--- src/rtl/pipeline_hazard_ctrl_if.sv ---
// Hazard controller bundle: pipeline status into the controller, stage enables/flushes out.
// The controller side uses the slave modport; the pipeline side uses master.
interface pipeline_hazard_ctrl_if;
    logic       ihit;
    logic       dhit;
    logic       dmem_req;
    logic       idex_dREN;
    logic [4:0] idex_wsel;
    logic [4:0] ifid_rs;
    logic [4:0] ifid_rt;
    logic       ifid_uses_rt;
    logic       redirect_ex;
    logic       exmem_halt;

    logic       pc_en;
    logic       ifid_enable;
    logic       idex_enable;
    logic       exmem_enable;
    logic       memwb_enable;
    logic       ifid_flush;
    logic       idex_flush;
    logic       exmem_flush;
    logic       memwb_flush;
    logic       halt;

    modport master (
        output ihit, dhit, dmem_req, idex_dREN, idex_wsel, ifid_rs, ifid_rt,
               ifid_uses_rt, redirect_ex, exmem_halt,
        input  pc_en, ifid_enable, idex_enable, exmem_enable, memwb_enable,
               ifid_flush, idex_flush, exmem_flush, memwb_flush, halt
    );

    modport slave (
        input  ihit, dhit, dmem_req, idex_dREN, idex_wsel, ifid_rs, ifid_rt,
               ifid_uses_rt, redirect_ex, exmem_halt,
        output pc_en, ifid_enable, idex_enable, exmem_enable, memwb_enable,
               ifid_flush, idex_flush, exmem_flush, memwb_flush, halt
    );
endinterface

--- src/rtl/pipeline_hazard_ctrl.sv ---
// Stall/flush controller for the 5-stage pipeline: D-cache freeze, load-use, I-miss,
// EX redirect and halt drain. Optional statistics counters under `HAZARD_STATS_EN.
//
// state     | meaning
// RUN       | normal issue, hazards resolved combinationally
// DMEM_WAIT | D-cache access outstanding, whole pipeline frozen
// DRAIN     | halt seen in MEM, letting older instructions retire through MEM/WB
// HALTED    | pipeline stopped, left only by reset
module pipeline_hazard_ctrl #(
    parameter int unsigned DRAIN_CYCLES = 1
`ifdef HAZARD_STATS_EN
    ,
    parameter int unsigned STAT_W = 32
`endif
) (
    input  logic                   CLK,
    input  logic                   nRST,
    pipeline_hazard_ctrl_if.slave  hz
`ifdef HAZARD_STATS_EN
    ,
    output logic [STAT_W-1:0]      stall_cnt,
    output logic [STAT_W-1:0]      flush_cnt,
    output logic [STAT_W-1:0]      miss_cnt
`endif
);

    typedef enum logic [1:0] {
        RUN       = 2'd0,
        DMEM_WAIT = 2'd1,
        DRAIN     = 2'd2,
        HALTED    = 2'd3
    } state_t;

    state_t     state, state_nxt;
    logic [2:0] drain_cnt, drain_cnt_nxt;

    logic load_use, dmiss, drain_adv, redirect_taken;
    logic pc_en_c, ifid_en_c, idex_en_c, exmem_en_c, memwb_en_c;
    logic ifid_fl_c, idex_fl_c, exmem_fl_c, memwb_fl_c, halt_c;

    assign load_use = hz.idex_dREN && (hz.idex_wsel != 5'd0) &&
                      ((hz.idex_wsel == hz.ifid_rs) ||
                       (hz.ifid_uses_rt && (hz.idex_wsel == hz.ifid_rt)));
    assign dmiss     = hz.dmem_req && !hz.dhit;
    assign drain_adv = hz.dhit || !hz.dmem_req;

    always_ff @(posedge CLK) begin
        if (!nRST) begin
            state     <= RUN;
            drain_cnt <= 3'd0;
        end else begin
            state     <= state_nxt;
            drain_cnt <= drain_cnt_nxt;
        end
    end

    always_comb begin
        state_nxt      = state;
        drain_cnt_nxt  = drain_cnt;
        redirect_taken = 1'b0;
        pc_en_c        = 1'b0;
        ifid_en_c      = 1'b0;
        idex_en_c      = 1'b0;
        exmem_en_c     = 1'b0;
        memwb_en_c     = 1'b0;
        ifid_fl_c      = 1'b0;
        idex_fl_c      = 1'b0;
        exmem_fl_c     = 1'b0;
        memwb_fl_c     = 1'b0;
        halt_c         = 1'b0;

        if (!nRST) begin
            // Bubbles everywhere while reset is held
            ifid_fl_c  = 1'b1;
            idex_fl_c  = 1'b1;
            exmem_fl_c = 1'b1;
            memwb_fl_c = 1'b1;
        end else begin
            unique case (state)
                RUN, DMEM_WAIT: begin
                    if (dmiss) begin
                        state_nxt = DMEM_WAIT;
                    end else begin
                        state_nxt  = RUN;
                        exmem_en_c = 1'b1;
                        memwb_en_c = 1'b1;
                        if (hz.redirect_ex) begin
                            // Stale fetch is abandoned, so a pending I-miss does not hold the PC
                            pc_en_c        = 1'b1;
                            ifid_fl_c      = 1'b1;
                            idex_fl_c      = 1'b1;
                            redirect_taken = 1'b1;
                        end else if (load_use) begin
                            idex_fl_c = 1'b1;
                        end else if (!hz.ihit) begin
                            ifid_fl_c = 1'b1;
                            idex_en_c = 1'b1;
                        end else begin
                            pc_en_c   = 1'b1;
                            ifid_en_c = 1'b1;
                            idex_en_c = 1'b1;
                        end
                        if (hz.exmem_halt) begin
                            state_nxt     = DRAIN;
                            drain_cnt_nxt = 3'(DRAIN_CYCLES);
                        end
                    end
                end
                DRAIN: begin
                    ifid_fl_c  = 1'b1;
                    idex_fl_c  = 1'b1;
                    exmem_fl_c = 1'b1;
                    memwb_en_c = drain_adv;
                    if (drain_adv) begin
                        if (drain_cnt <= 3'd1) begin
                            state_nxt     = HALTED;
                            drain_cnt_nxt = 3'd0;
                        end else begin
                            drain_cnt_nxt = drain_cnt - 3'd1;
                        end
                    end
                end
                HALTED: begin
                    halt_c = 1'b1;
                end
                default: begin
                    state_nxt = RUN;
                end
            endcase
        end
    end

    assign hz.pc_en        = pc_en_c;
    assign hz.ifid_enable  = ifid_en_c;
    assign hz.idex_enable  = idex_en_c;
    assign hz.exmem_enable = exmem_en_c;
    assign hz.memwb_enable = memwb_en_c;
    assign hz.ifid_flush   = ifid_fl_c;
    assign hz.idex_flush   = idex_fl_c;
    assign hz.exmem_flush  = exmem_fl_c;
    assign hz.memwb_flush  = memwb_fl_c;
    assign hz.halt         = halt_c;

`ifdef HAZARD_STATS_EN
    localparam logic [STAT_W-1:0] STAT_MAX = '1;
    localparam logic [STAT_W-1:0] STAT_ONE = STAT_W'(1);

    logic in_run;
    assign in_run = (state == RUN) || (state == DMEM_WAIT);

    // Counters saturate; nothing counts outside RUN/DMEM_WAIT so HALTED freezes them
    always_ff @(posedge CLK) begin
        if (!nRST) begin
            stall_cnt <= '0;
            flush_cnt <= '0;
            miss_cnt  <= '0;
        end else begin
            if (in_run && !pc_en_c && (stall_cnt != STAT_MAX))
                stall_cnt <= stall_cnt + STAT_ONE;
            if (redirect_taken && (flush_cnt != STAT_MAX))
                flush_cnt <= flush_cnt + STAT_ONE;
            if ((state == DMEM_WAIT) && (miss_cnt != STAT_MAX))
                miss_cnt <= miss_cnt + STAT_ONE;
        end
    end
`endif

endmodule

--- src/flat_wrapper.sv ---
// flat-port wrapper written by rule: the top's interface ports become plain ports
module pipeline_hazard_ctrl_flat 
#(
    parameter int unsigned DRAIN_CYCLES = 1

)
  (CLK, nRST, hz_ihit, hz_dhit, hz_dmem_req, hz_idex_dREN, hz_idex_wsel, hz_ifid_rs, hz_ifid_rt, hz_ifid_uses_rt, hz_redirect_ex, hz_exmem_halt, hz_pc_en, hz_ifid_enable, hz_idex_enable, hz_exmem_enable, hz_memwb_enable, hz_ifid_flush, hz_idex_flush, hz_exmem_flush, hz_memwb_flush, hz_halt);
  pipeline_hazard_ctrl_if hz_i ();
  input  logic CLK;
  input  logic nRST;
  input wire logic [$bits(hz_i.ihit)-1:0] hz_ihit;
  input wire logic [$bits(hz_i.dhit)-1:0] hz_dhit;
  input wire logic [$bits(hz_i.dmem_req)-1:0] hz_dmem_req;
  input wire logic [$bits(hz_i.idex_dREN)-1:0] hz_idex_dREN;
  input wire logic [$bits(hz_i.idex_wsel)-1:0] hz_idex_wsel;
  input wire logic [$bits(hz_i.ifid_rs)-1:0] hz_ifid_rs;
  input wire logic [$bits(hz_i.ifid_rt)-1:0] hz_ifid_rt;
  input wire logic [$bits(hz_i.ifid_uses_rt)-1:0] hz_ifid_uses_rt;
  input wire logic [$bits(hz_i.redirect_ex)-1:0] hz_redirect_ex;
  input wire logic [$bits(hz_i.exmem_halt)-1:0] hz_exmem_halt;
  output wire logic [$bits(hz_i.pc_en)-1:0] hz_pc_en;
  output wire logic [$bits(hz_i.ifid_enable)-1:0] hz_ifid_enable;
  output wire logic [$bits(hz_i.idex_enable)-1:0] hz_idex_enable;
  output wire logic [$bits(hz_i.exmem_enable)-1:0] hz_exmem_enable;
  output wire logic [$bits(hz_i.memwb_enable)-1:0] hz_memwb_enable;
  output wire logic [$bits(hz_i.ifid_flush)-1:0] hz_ifid_flush;
  output wire logic [$bits(hz_i.idex_flush)-1:0] hz_idex_flush;
  output wire logic [$bits(hz_i.exmem_flush)-1:0] hz_exmem_flush;
  output wire logic [$bits(hz_i.memwb_flush)-1:0] hz_memwb_flush;
  output wire logic [$bits(hz_i.halt)-1:0] hz_halt;
  assign hz_i.ihit = hz_ihit;
  assign hz_i.dhit = hz_dhit;
  assign hz_i.dmem_req = hz_dmem_req;
  assign hz_i.idex_dREN = hz_idex_dREN;
  assign hz_i.idex_wsel = hz_idex_wsel;
  assign hz_i.ifid_rs = hz_ifid_rs;
  assign hz_i.ifid_rt = hz_ifid_rt;
  assign hz_i.ifid_uses_rt = hz_ifid_uses_rt;
  assign hz_i.redirect_ex = hz_redirect_ex;
  assign hz_i.exmem_halt = hz_exmem_halt;
  assign hz_pc_en = hz_i.pc_en;
  assign hz_ifid_enable = hz_i.ifid_enable;
  assign hz_idex_enable = hz_i.idex_enable;
  assign hz_exmem_enable = hz_i.exmem_enable;
  assign hz_memwb_enable = hz_i.memwb_enable;
  assign hz_ifid_flush = hz_i.ifid_flush;
  assign hz_idex_flush = hz_i.idex_flush;
  assign hz_exmem_flush = hz_i.exmem_flush;
  assign hz_memwb_flush = hz_i.memwb_flush;
  assign hz_halt = hz_i.halt;
  pipeline_hazard_ctrl #(.DRAIN_CYCLES(DRAIN_CYCLES)) u_core (.CLK(CLK), .nRST(nRST), .hz(hz_i));
endmodule
--- config.mk ---
export PLATFORM = sky130hd
export DESIGN_NAME = pipeline_hazard_ctrl_flat
export DESIGN_NICKNAME = d
export VERILOG_FILES = /design/src/rtl/pipeline_hazard_ctrl_if.sv /design/src/rtl/pipeline_hazard_ctrl.sv /design/src/flat_wrapper.sv
export SDC_FILE = /design/constraint.sdc
export NUM_CORES = 1
export LEC_CHECK = 0
export CORE_MARGIN = 2
export CORE_UTILIZATION = 23
export DETAILED_ROUTE_END_ITERATION = 10
export GPL_ROUTABILITY_DRIVEN = 0
export PLACE_DENSITY_LB_ADDON = 0.12
export SYNTH_ARGS = -nofsm -noshare
export SYNTH_HDL_FRONTEND = slang
export SYNTH_SLANG_ARGS = --single-unit
--- constraint.sdc ---
create_clock -name CLK -period 1.9 [get_ports CLK]
set_input_delay 0.38 -clock CLK [delete_from_list [all_inputs] [get_ports CLK]]
set_output_delay 0.38 -clock CLK [all_outputs]
set_load 0.02 [all_outputs]
==> impl_metrics.json <==
{
  "rrSetupSlack_ns": 0.63,
  "yosysWarnings": 0,
  "synth.avg_cell_area_um2": 7.51,
  "cap_viol_max_count": 0,
  "slew_headroom_pct": 80.1,
  "rsz0062_at_grt": "yes",
  "grt_start_max_net_pins": 7,
  "synth_commonest_cells": "xnor2_1, nor2_1, a211oi_1, dfxtp_1, nand2_1",
  "worst-r2r-cell-count": 5,
  "synthToLayoutAreaGrowth_pct": 106,
  "outcome": "complete, but fails checks",
  "cts-root-buf": "clkbuf_4",
  "worstSkewPairLatency_ns": 0.24,
  "core_um2": 2020,
  "dieArea_um2": 2580,
  "finalCriticalPeriod_ns": 2.00,
  "start_util_pct": 24.9,
  "finalCritPeriodShare_pct": 105,
  "ios": 34,
  "netlist_instances": 67,
  "setup_viol": 5,
  "slowest_stage": "or4_4",
  "startpoint_type": "input port",
  "slowest_delay_ns": 0.55,
  "cts_tree": "built",
  "violations": "setup timing",
  "dp_hpwl_um": 1330,
  "hold_end": "u_core.drain_cnt[2]$_SDFFE_PN0P_",
  "tightest_slew_ns": 0.297,
  "power_density_nw_per_um2": 449,
  "ant_nets": 0,
  "p_leak_nw": 0.449,
  "ctsHoldBuffers": 0,
  "rows": 16,
  "diodes": 0,
  "antenna_found_initial": 0,
  "synth_area_leader_cell": "dfxtp_1",
  "ys.flop_type": "dfxtp_1",
  "wl_per_cell_um": 10.4,
  "path_max_fanout": 3,
  "hold_viol": 0,
  "clk_pin_slew_worst_paths_ns": 0.04,
  "fin_area_um2": 1040,
  "end_kind": "primary output",
  "timing.rr.start": "u_core.drain_cnt[1]$_SDFFE_PN0P_",
  "synth_cell_types": 27,
  "fin_ws_ns": -0.100,
  "grt_pass1_wl_um": 2480,
  "finClkSkew_ns": 0.000432,
  "final_nets": 149,
  "synth_seq_area_share_pct": 19.9,
  "drive_above_1_share_pct": 34.4,
  "ys_ff_latch": 5,
  "synthMuxAreaShare_pct": 0,
  "post_synth_and_or_nand_nor_area_fraction_pct": 28.6,
  "track_usage_pct": 12.7,
  "die_h_um": 50.8,
  "synth_adder_area_share_pct": 4.98,
  "synthXorXnorAreaFrac_pct": 17.4,
  "reg2reg_to": "u_core.drain_cnt[0]$_SDFFE_PN0P_",
  "grt_pass1_vias": 617,
  "p_total_uw": 466,
  "min_from": "u_core.drain_cnt[2]$_SDFFE_PN0P_",
  "synth_compound_area_share_pct": 26.1,
  "vias": 652,
  "async_reset_ff_share_pct": 0,
  "clock-sinks": 5,
  "slew_viol_final": 0,
  "grt_overflow": 0,
  "synth_nets": 93,
  "whs_path_depth": 2,
  "vdd_ir_drop_max_mv": 0.219,
  "synth_edf_count": 0,
  "dr.first_iter.drc_count": 5,
  "fmax_mhz": 500,
  "place_area_um2": 1000,
  "io_buffers": 33,
  "drc": 0,
  "fillers": 211,
  "final_util_pct": 51.3,
  "synth.top_cell.area_share_pct": 19.9,
  "path_cells": "buf_6 -> or4_4 -> o21a_4 -> a211oi_2 -> buf_4",
  "synthTopCellsByArea": "dfxtp_1, xnor2_1, a211oi_1, nor2_1, ha_1",
  "yosysMostFrequentCell": "xnor2_1",
  "hold_ws_ns": 0.509,
  "crit_required_ns": 1.52,
  "synth_top_family_by_area": "simple AND/OR/NAND/NOR gates",
  "vias_per_cell": 4.38,
  "syn_area_um2": 503,
  "wl_um": 1540,
  "cts_buffers": 3,
  "firstDrtPassIters": 3,
  "dieWidth_um": 50.8,
  "hold_class": "flip-flop to flip-flop",
  "path_class": "input port to primary output",
  "clock_path_buffers": 2,
  "htree_num_levels": 1,
  "arrival_ns": 1.62
}
timing repair:
action	in CTS	in global routing
hold endpoints to repair	0	0
pin swaps	19	1
setup endpoints to repair	10	6
gates resized for setup	73	5
buffers inserted	1	0
cell type report:
cell class                      instances  area, µm²  share of cell area [%]
Timing Repair Buffer                   51        433                    41.7
Multi-Input combinational cell         58        429                    41.4
Sequential cell                         5        100                    9.65
Tap cell                               27       33.8                    3.26
Clock buffer                            4       26.3                    2.53
Inverter                                4       15.0                    1.45
critical path: cells and delay by family:
family	cells	cell delay (ns)
AND/OR/NAND/NOR	1	0.55
AO/OA/AOI/OAI	2	0.43
buffers and inverters	2	0.26
placed cells by master, fill, tap and decap left out, types with 2 or more instances in the layout:
cell             count
inv_1                4
buf_4               22
a21oi_1              3
a211oi_1             3
nand4_1              2
clkdlybuf4s50_1      6
nor2_1               6
buf_6                4
ha_1                 2
nand2b_1             3
nand2_1              4
nor2b_1              3
dlygate4sd2_1       15
clkbuf_4             3
a211oi_2             3
buf_2                2
xnor2_1             10
dfxtp_1              5
routing by layer:
layer,vias up,share of wire [%],GRT usage [%]
met5,-,0,0
met4,0,0,2.70
met3,0,5.0,4.17
met2,17,52,22.6
met1,279,43,14.8
li1,356,-,-
power breakdown:
group | leakage (nW) | switching [mW] | internal, mW
clock | 0.0150 | 0.0457 | 0.0795
combinational | 0.392 | 0.0985 | 0.124
sequential | 0.0411 | 0.00632 | 0.112
total | 0.449 | 0.150 | 0.316
stage by stage:
stage / std cells / worst slack (ns) / TNS, ns
after global placement: 144 / -0.907 / -5.86
after detailed placement: 144 / -0.935 / -5.83
after CTS: 149 / -0.0848 / -0.352
after global routing: 149 / -0.145 / -0.649
final: 149 / -0.100 / -0.398
after floorplan: 67 / -0.171 / -0.343
worst max path at each step:
stage	start	end	slack [ns]	depth (start not counted)
2_1_floorplan	hz_idex_wsel[1]	hz_idex_enable	-0.17	3
3_3_place_gp	hz_idex_wsel[1]	hz_idex_enable	-0.91	5
3_5_place_dp	hz_idex_wsel[1]	hz_ifid_enable	-0.93	5
4_1_cts	hz_idex_wsel[4]	hz_ifid_enable	-0.08	5
5_1_grt	hz_idex_wsel[4]	hz_pc_en	-0.15	6
6_report	hz_idex_wsel[4]	hz_ifid_enable	-0.10	5
registers in the layout (all words and copies together), names as in the netlist:
| signal | cells |
|---|---|
| u_core.drain_cnt | 3 |
| u_core.state | 2 |
kinds of logic (layout without fill, tap and decap cells):
kind of cell    Yosys count  count (layout)
xor+xnor                 10              10
flops                     5               5
simple gates             27              27
buf+inv                   4              59
fa+ha+maj                 2               2
compound gates           19              19
No activity file was read; power rests on OpenSTA's default activity.
